`config.mk`:
```
export PLATFORM = sky130hd
export DESIGN_NAME = instr_prefetch_queue
export DESIGN_NICKNAME = d
export VERILOG_FILES = /design/src/rtl/instr_prefetch_queue.sv
export SDC_FILE = /design/constraint.sdc
export NUM_CORES = 1
export LEC_CHECK = 0
export ABC_CLOCK_PERIOD_IN_PS = 15400
export CORE_UTILIZATION = 68
export CTS_CLUSTER_DIAMETER = 40
export CTS_CLUSTER_SIZE = 10
export DETAILED_ROUTE_END_ITERATION = 8
export DONT_BUFFER_PORTS = 1
export PLACE_DENSITY = 0.83
export SLEW_MARGIN = 0
export SYNTH_ARGS = -nofsm -noshare
export SYNTH_HDL_FRONTEND = slang
export SYNTH_SLANG_ARGS = --single-unit
```
`constraint.sdc`:
```
create_clock -name Clock -period 15.4 [get_ports Clock]
set_input_delay 0.77 -clock Clock [delete_from_list [all_inputs] [get_ports Clock]]
set_output_delay 0.77 -clock Clock [all_outputs]
set_load 0.02 [all_outputs]
```
`src/rtl/instr_prefetch_queue.sv`:
```
// ---------------------------------------------------------------------------
// instr_prefetch_queue
//
// Fetch stage that sits directly in front of the instruction-issue logic.
// It walks a fetch PC through a synchronous instruction memory. It buffers
// each returned word, together with the PC it came from, in a small circular
// queue. The queue head is handed to issue over a valid/ready handshake.
// A taken branch flushes the queue, throws away any memory response still in
// flight, and restarts fetch at the branch target.
//
// Ports
//   Clock               system clock, all state updates on the rising edge
//   Reset               synchronous, active-high; overrides everything else
//   iEnable             fetch enable; low only stops new memory reads
//   oInstrMemAddr       instruction memory read address (current fetch PC)
//   oInstrMemReadEnable memory read strobe
//   iInstrMemData       memory read data, valid one cycle after the strobe
//   oInstrValid         queue head holds a valid instruction
//   oInstr              queue head instruction word
//   oInstrPC            PC of the queue head instruction
//   iIssueReady         issue stage accepts the head this cycle
//   iBranchTaken        single-cycle redirect request
//   iBranchTarget       redirect PC
//   oQueueCount         number of occupied queue entries
// ---------------------------------------------------------------------------
module instr_prefetch_queue #(
   parameter int                ADDR_W   = 16,
   parameter int                INSTR_W  = 64,
   parameter int                DEPTH    = 4,
   parameter logic [ADDR_W-1:0] RESET_PC = '0
) (
   input  logic                     Clock,
   input  logic                     Reset,
   input  logic                     iEnable,
   output logic [ADDR_W-1:0]        oInstrMemAddr,
   output logic                     oInstrMemReadEnable,
   input  logic [INSTR_W-1:0]       iInstrMemData,
   output logic                     oInstrValid,
   output logic [INSTR_W-1:0]       oInstr,
   output logic [ADDR_W-1:0]        oInstrPC,
   input  logic                     iIssueReady,
   input  logic                     iBranchTaken,
   input  logic [ADDR_W-1:0]        iBranchTarget,
   output logic [$clog2(DEPTH):0]   oQueueCount
);

   localparam int PTR_W = $clog2(DEPTH);
   localparam int CNT_W = PTR_W + 1;

   logic [ADDR_W-1:0]  fetchPc;
   logic [ADDR_W-1:0]  inflightPc;
   logic               inflight;

   logic [PTR_W-1:0]   rdPtr;
   logic [PTR_W-1:0]   wrPtr;
   logic [CNT_W-1:0]   count;

   logic [INSTR_W-1:0] instrStore [DEPTH];
   logic [ADDR_W-1:0]  pcStore    [DEPTH];

   logic [CNT_W-1:0]   creditsUsed;
   logic               readStrobe;
   logic               pushEntry;
   logic               popEntry;

   // Handshake and credit decode. A new read is only allowed if its answer
   // is guaranteed a slot. Entries already queued plus the read still in
   // flight must leave room, so the queue can never be written while full.
   // A branch suppresses both the new read and the capture of the pending
   // response, because the pending word belongs to the abandoned path.
   always_comb begin
      creditsUsed = count + CNT_W'(inflight);
      readStrobe  = iEnable & ~iBranchTaken & ~Reset & (creditsUsed < CNT_W'(DEPTH));
      pushEntry   = inflight & ~iBranchTaken;
      popEntry    = (count != '0) & iIssueReady;
   end

   // Memory-side outputs. The read address is always the fetch PC. The
   // strobe tells the memory whether this cycle's address is a real request.
   always_comb begin
      oInstrMemAddr       = fetchPc;
      oInstrMemReadEnable = readStrobe;
   end

   // Fetch PC and in-flight tracking. Each strobe advances the PC by one and
   // wraps naturally at the top of the address space. The strobed PC is
   // remembered so it can be stored next to the data when the data returns.
   // The in-flight flag is high only in the cycle right after a strobe. A
   // branch drops that pending response and retargets fetch. A branch cannot
   // coincide with a strobe, so the two updates never conflict.
   always_ff @(posedge Clock) begin
      if (Reset) begin
         fetchPc    <= RESET_PC;
         inflight   <= 1'b0;
         inflightPc <= '0;
      end else if (iBranchTaken) begin
         fetchPc    <= iBranchTarget;
         inflight   <= 1'b0;
      end else begin
         inflight <= readStrobe;
         if (readStrobe) begin
            fetchPc    <= fetchPc + ADDR_W'(1);
            inflightPc <= fetchPc;
         end
      end
   end

   // Queue bookkeeping. Both pointers wrap for free because DEPTH is a power
   // of two. A branch flushes by zeroing the count and the pointers. Any head
   // handshake in that same cycle has already been seen by issue and counts
   // as consumed. Nothing else is needed to honour it. A simultaneous push
   // and pop leaves the count unchanged.
   always_ff @(posedge Clock) begin
      if (Reset || iBranchTaken) begin
         rdPtr <= '0;
         wrPtr <= '0;
         count <= '0;
      end else begin
         if (pushEntry) begin
            wrPtr <= wrPtr + PTR_W'(1);
         end
         if (popEntry) begin
            rdPtr <= rdPtr + PTR_W'(1);
         end
         count <= count + CNT_W'(pushEntry) - CNT_W'(popEntry);
      end
   end

   // Entry storage. Reset clears every slot so the head outputs read as zero
   // afterwards. A flush does not clear the storage. Stale slots are harmless
   // because the count gates validity and the head is rewritten before it is
   // shown again.
   always_ff @(posedge Clock) begin
      if (Reset) begin
         for (int i = 0; i < DEPTH; i++) begin
            instrStore[i] <= '0;
            pcStore[i]    <= '0;
         end
      end else if (pushEntry) begin
         instrStore[wrPtr] <= iInstrMemData;
         pcStore[wrPtr]    <= inflightPc;
      end
   end

   // Issue-side outputs. The head is read combinationally from registered
   // storage, so issue sees the instruction in the same cycle that valid
   // rises.
   always_comb begin
      oInstrValid = (count != '0);
      oInstr      = instrStore[rdPtr];
      oInstrPC    = pcStore[rdPtr];
      oQueueCount = count;
   end

   // The credit scheme should make a push into a full queue impossible.
   // There is no overflow handling, so this check flags it if it ever happens.
   noOverflow : assert property (@(posedge Clock) disable iff (Reset)
      !(pushEntry && (count == CNT_W'(DEPTH))));

endmodule

```
==> metrics.csv <==
stage,metric,value,unit
yosys,mappedNetlistNets,1139,
clock_network,worst_skew_pair.late_latency,520,ps
pwr,ir_drop,0.06405,mV
clock_network,cts_hold_repair.buffers,0,
routing,final_wl,31480,um
yosys,dominantRegCellSynth,sky130_fd_sc_hd__edfxtp_1,
critical_path,regToRegSetupSlack,12360,ps
yosys,synth_top_area_share,61.39,%
clock_network,cts_resized,0,
clock_network,tritoncts.num_buffers,44,
pwr,powerDensity,125.0,mW/mm^2
yosys,synth_edf_count,320,
routing,viasPerCell,6.419,
die,die_height,153.7,um
finish,finalNetCount,1121,
timing,slew_viol_final,0,
critical_path,critical_path_peak_fanout,50,
yosys,synth_largest_area_cell,sky130_fd_sc_hd__edfxtp_1,
clock_network,cts.sink_count,362,
die,rows,55,
global_route,use_met2,45.00,%
routing,drtPass1Iterations,5,
critical_path,critPathKind,flip-flop to primary output,
yosys,post_synth_main_area_contributors,"sky130_fd_sc_hd__edfxtp_1, sky130_fd_sc_hd__mux4_2, sky130_fd_sc_hd__and2_1",
die,starting_density_of_the_core,69.14,%
routing,detailroute.via_count,8602,
clock_network,setup_repair_bufs_after_cts,0,
clock_network,root_buffer,sky130_fd_sc_hd__clkbuf_16,
clock_network,tritoncts,built,
yosys,synthesized_netlist_cell_count,1050,
yosys,ys_top_cells_by_count,"sky130_fd_sc_hd__edfxtp_1, sky130_fd_sc_hd__and2_1, sky130_fd_sc_hd__mux4_2, sky130_fd_sc_hd__and3_1",
timing,skew,16.09,ps
timing,grt_setup_unrepaired,no,
timing,hold_ws,319.7,ps
critical_path,critical_path.endpoint_type,primary output,
global_route,grt_first_pass_wirelength,49130,um
timing,period_share,23.90,%
global_route,grtUsageTotal,27.50,%
yosys,yosysWarningCount,0,
worst_hold_path,hold-path-endpoint,oInstrMemAddr[1],
finish,fill_cells,1276,
placed_design,rd_place_congestion,0.7700,
placed_design,place_worst_setup_slack,11810,ps
finish,flow.area_growth_from_synthesis,9.623,%
global_route,grt_remaining_overflow,0,
yosys,synth.lib_cells_used.distinct,43,
critical_path,cp_data_required_time,14630,ps
worst_hold_path,hold_path.class,primary input to flip-flop,
clock_network,clock_tree.htree_level_count,2,
critical_path,data_arrival_critical_path,2910,ps
clock_network,clock_pin_slew_of_the_registers_on_the_worst_case_setup_and_hold_paths,50,ps
routing,detail-route-antenna-nets,0,
critical_path,r2r_path_end,pcStore[2][4],
routing,post-route-drc-count,0,
placed_design,dpl-instance-area,0.01586,mm^2
timing,fmaxAchievable,271.7,MHz
critical_path,crit-reg2reg-launch,wrPtr[1],
timing,setup_viol,0,
die,floorplan.core_area,0.02264,mm^2
timing,finalWorstPathRequiredPeriod,3681,ps
critical_path,worst_setup_path_start_kind,flip-flop,
placed_design,place.port_buffers,0,
yosys,synth-seq-area-share,66.76,%
global_route,gr-usage-met3,5.919,%
yosys,synthMostInstantiatedCell,sky130_fd_sc_hd__edfxtp_1,
critical_path,critical_path.cell_chain,"buf_4, mux4_2",
global_route,via_count_of_the_first_global_routing_pass,8804,
yosys,asyncSetResetFlopFracSynth,0,%
finish,insertedDiodeCount,0,
placed_design,dp_hpwl,16850,um
yosys,number_of_storage_elements_in_the_synthesis_netlist,362,
global_route,maximum_number_of_pins_on_one_net_before_global_route_repair,84,
global_route,grt_util_met1,37.26,%
timing,post-route-worst-setup-slack,11720,ps
timing,worstMarginPinSlew,1184,ps
yosys,synth_area,0.01565,mm^2
die,io-pin-count,186,
timing,hold_viol,0,
timing,max-slew-margin-rel,21.06,%
outcome,run_status,completed,
timing,final.setup.tns,0,ps
finish,finalInstanceArea,0.01716,mm^2
global_route,busiest_layer,met2,
global_route,grt_antenna_before_repair,0,
finish,drive_above_1_share,14.98,%
die,die-area,0.02363,mm^2
critical_path,worst_reg2reg_path_length_in_cells,4,
yosys,synth.avg_cell_area,14.91,um^2
critical_path,critical-path-slowest-cell,sky130_fd_sc_hd__buf_4,
pwr,p_leak,0.006267,uW
worst_hold_path,hold-path-cell-count,1,
critical_path,slowest_delay,860,ps
die,overall_die_width,153.7,um
flow_run,drv_cap,0,
routing,drt_first_iter_violations,635,
clock_network,cts_buffer_depth,3,
routing,routed_wire_length_per_instance,23.49,um
worst_hold_path,worst_hold_startpoint,Reset,
[report_power, final]
part	internal, uW	switching (uW)
Sequential	1100	21.2
Clock	575	361
Combinational	25.0	58.9
Total	1700	441
[critical path, delay by kind of cell, from the launching register on]
family / cells / cell delay [ps]
flip-flops: 1 / 760
multiplexers: 1 / 710
buffers and inverters: 1 / 860
[cells by family after synthesis]
kind of cell | Yosys count | synth area share [%]
XOR/XNOR | 7 | 0.3917
AND/OR/NAND/NOR | 429 | 15.58
flip-flops | 362 | 66.76
buffers and inverters | 104 | 2.622
adder cells (fa/ha/maj) | 4 | 0.3677
AO/OA/AOI/OAI | 62 | 2.614
multiplexers | 82 | 11.67
[worst max-delay path by stage]
stage | start | end | depth (start not counted)
2_1_floorplan | iBranchTaken | instrStore[2][0] | 5
6_report | flip-flop | oInstrPC[9] | 2
5_1_grt | flip-flop | oInstrPC[9] | 2
3_5_place_dp | iBranchTaken | instrStore[1][43] | 6
3_3_place_gp | iBranchTaken | instrStore[0][46] | 6
4_1_cts | flip-flop | oInstrPC[6] | 2
[routing by layer]
layer	wire (um)	vias up	share of wire [%]
li1	-	3861	-
met1	12200	4265	39
met2	15750	417	50
met3	2759	59	8.8
met4	763	0	2.4
met5	0	-	0
[stage by stage]
step                total power (uW)  instances  utilization (%)
global placement                1225       1271            70.07
CTS                             2156       1340            75.79
detailed placement              1228       1271            70.07
finish                          2145       1340            75.79
global route                    2201       1340            75.79
floorplan                       1206       1050                -
[cell type report]
cell class / instances / area [um^2] / share of cell area [%]
inverters: 27 / 101.3 / 0.5906
clock buffers: 64 / 1219 / 7.102
well taps: 285 / 356.6 / 2.078
clock inverters: 5 / 77.57 / 0.4521
repair buffers: 13 / 97.59 / 0.5687
flip-flops and latches: 362 / 10460 / 60.95
multi-input cells: 584 / 4850 / 28.26
[cell usage in the layout (no fill, tap or decap), types with 4 or more instances in the layout]
cell type,synthesis,routed
sky130_fd_sc_hd__or3_1,7,7
sky130_fd_sc_hd__and2_1,210,210
sky130_fd_sc_hd__nand3_1,21,21
sky130_fd_sc_hd__buf_4,1,13
sky130_fd_sc_hd__clkbuf_16,0,46
sky130_fd_sc_hd__edfxtp_1,320,320
sky130_fd_sc_hd__o21ai_0,18,18
sky130_fd_sc_hd__nor2_1,62,59
sky130_fd_sc_hd__and3_1,65,65
sky130_fd_sc_hd__mux4_2,80,80
sky130_fd_sc_hd__inv_1,26,26
sky130_fd_sc_hd__nand2_1,33,33
sky130_fd_sc_hd__a21oi_1,16,16
sky130_fd_sc_hd__a2111oi_0,6,6
sky130_fd_sc_hd__nor4_1,4,4
sky130_fd_sc_hd__xnor2_1,5,5
sky130_fd_sc_hd__clkbuf_1,62,18
sky130_fd_sc_hd__nand4_1,5,5
sky130_fd_sc_hd__nor2b_1,4,4
sky130_fd_sc_hd__dfxtp_1,42,39
sky130_fd_sc_hd__and4_1,6,6
sky130_fd_sc_hd__a311oi_1,8,8
[state kept, by name, indices dropped and copies added (netlist names), named ones only]
| name | count |
|---|---|
| instrStore | 256 |
| pcStore | 64 |
| inflightPc | 16 |
| oInstrMemAddr | 16 |
| oQueueCount | 3 |
| rdPtr | 2 |
| wrPtr | 2 |
| inflight | 1 |
No activity file was read; power rests on OpenSTA's default activity.
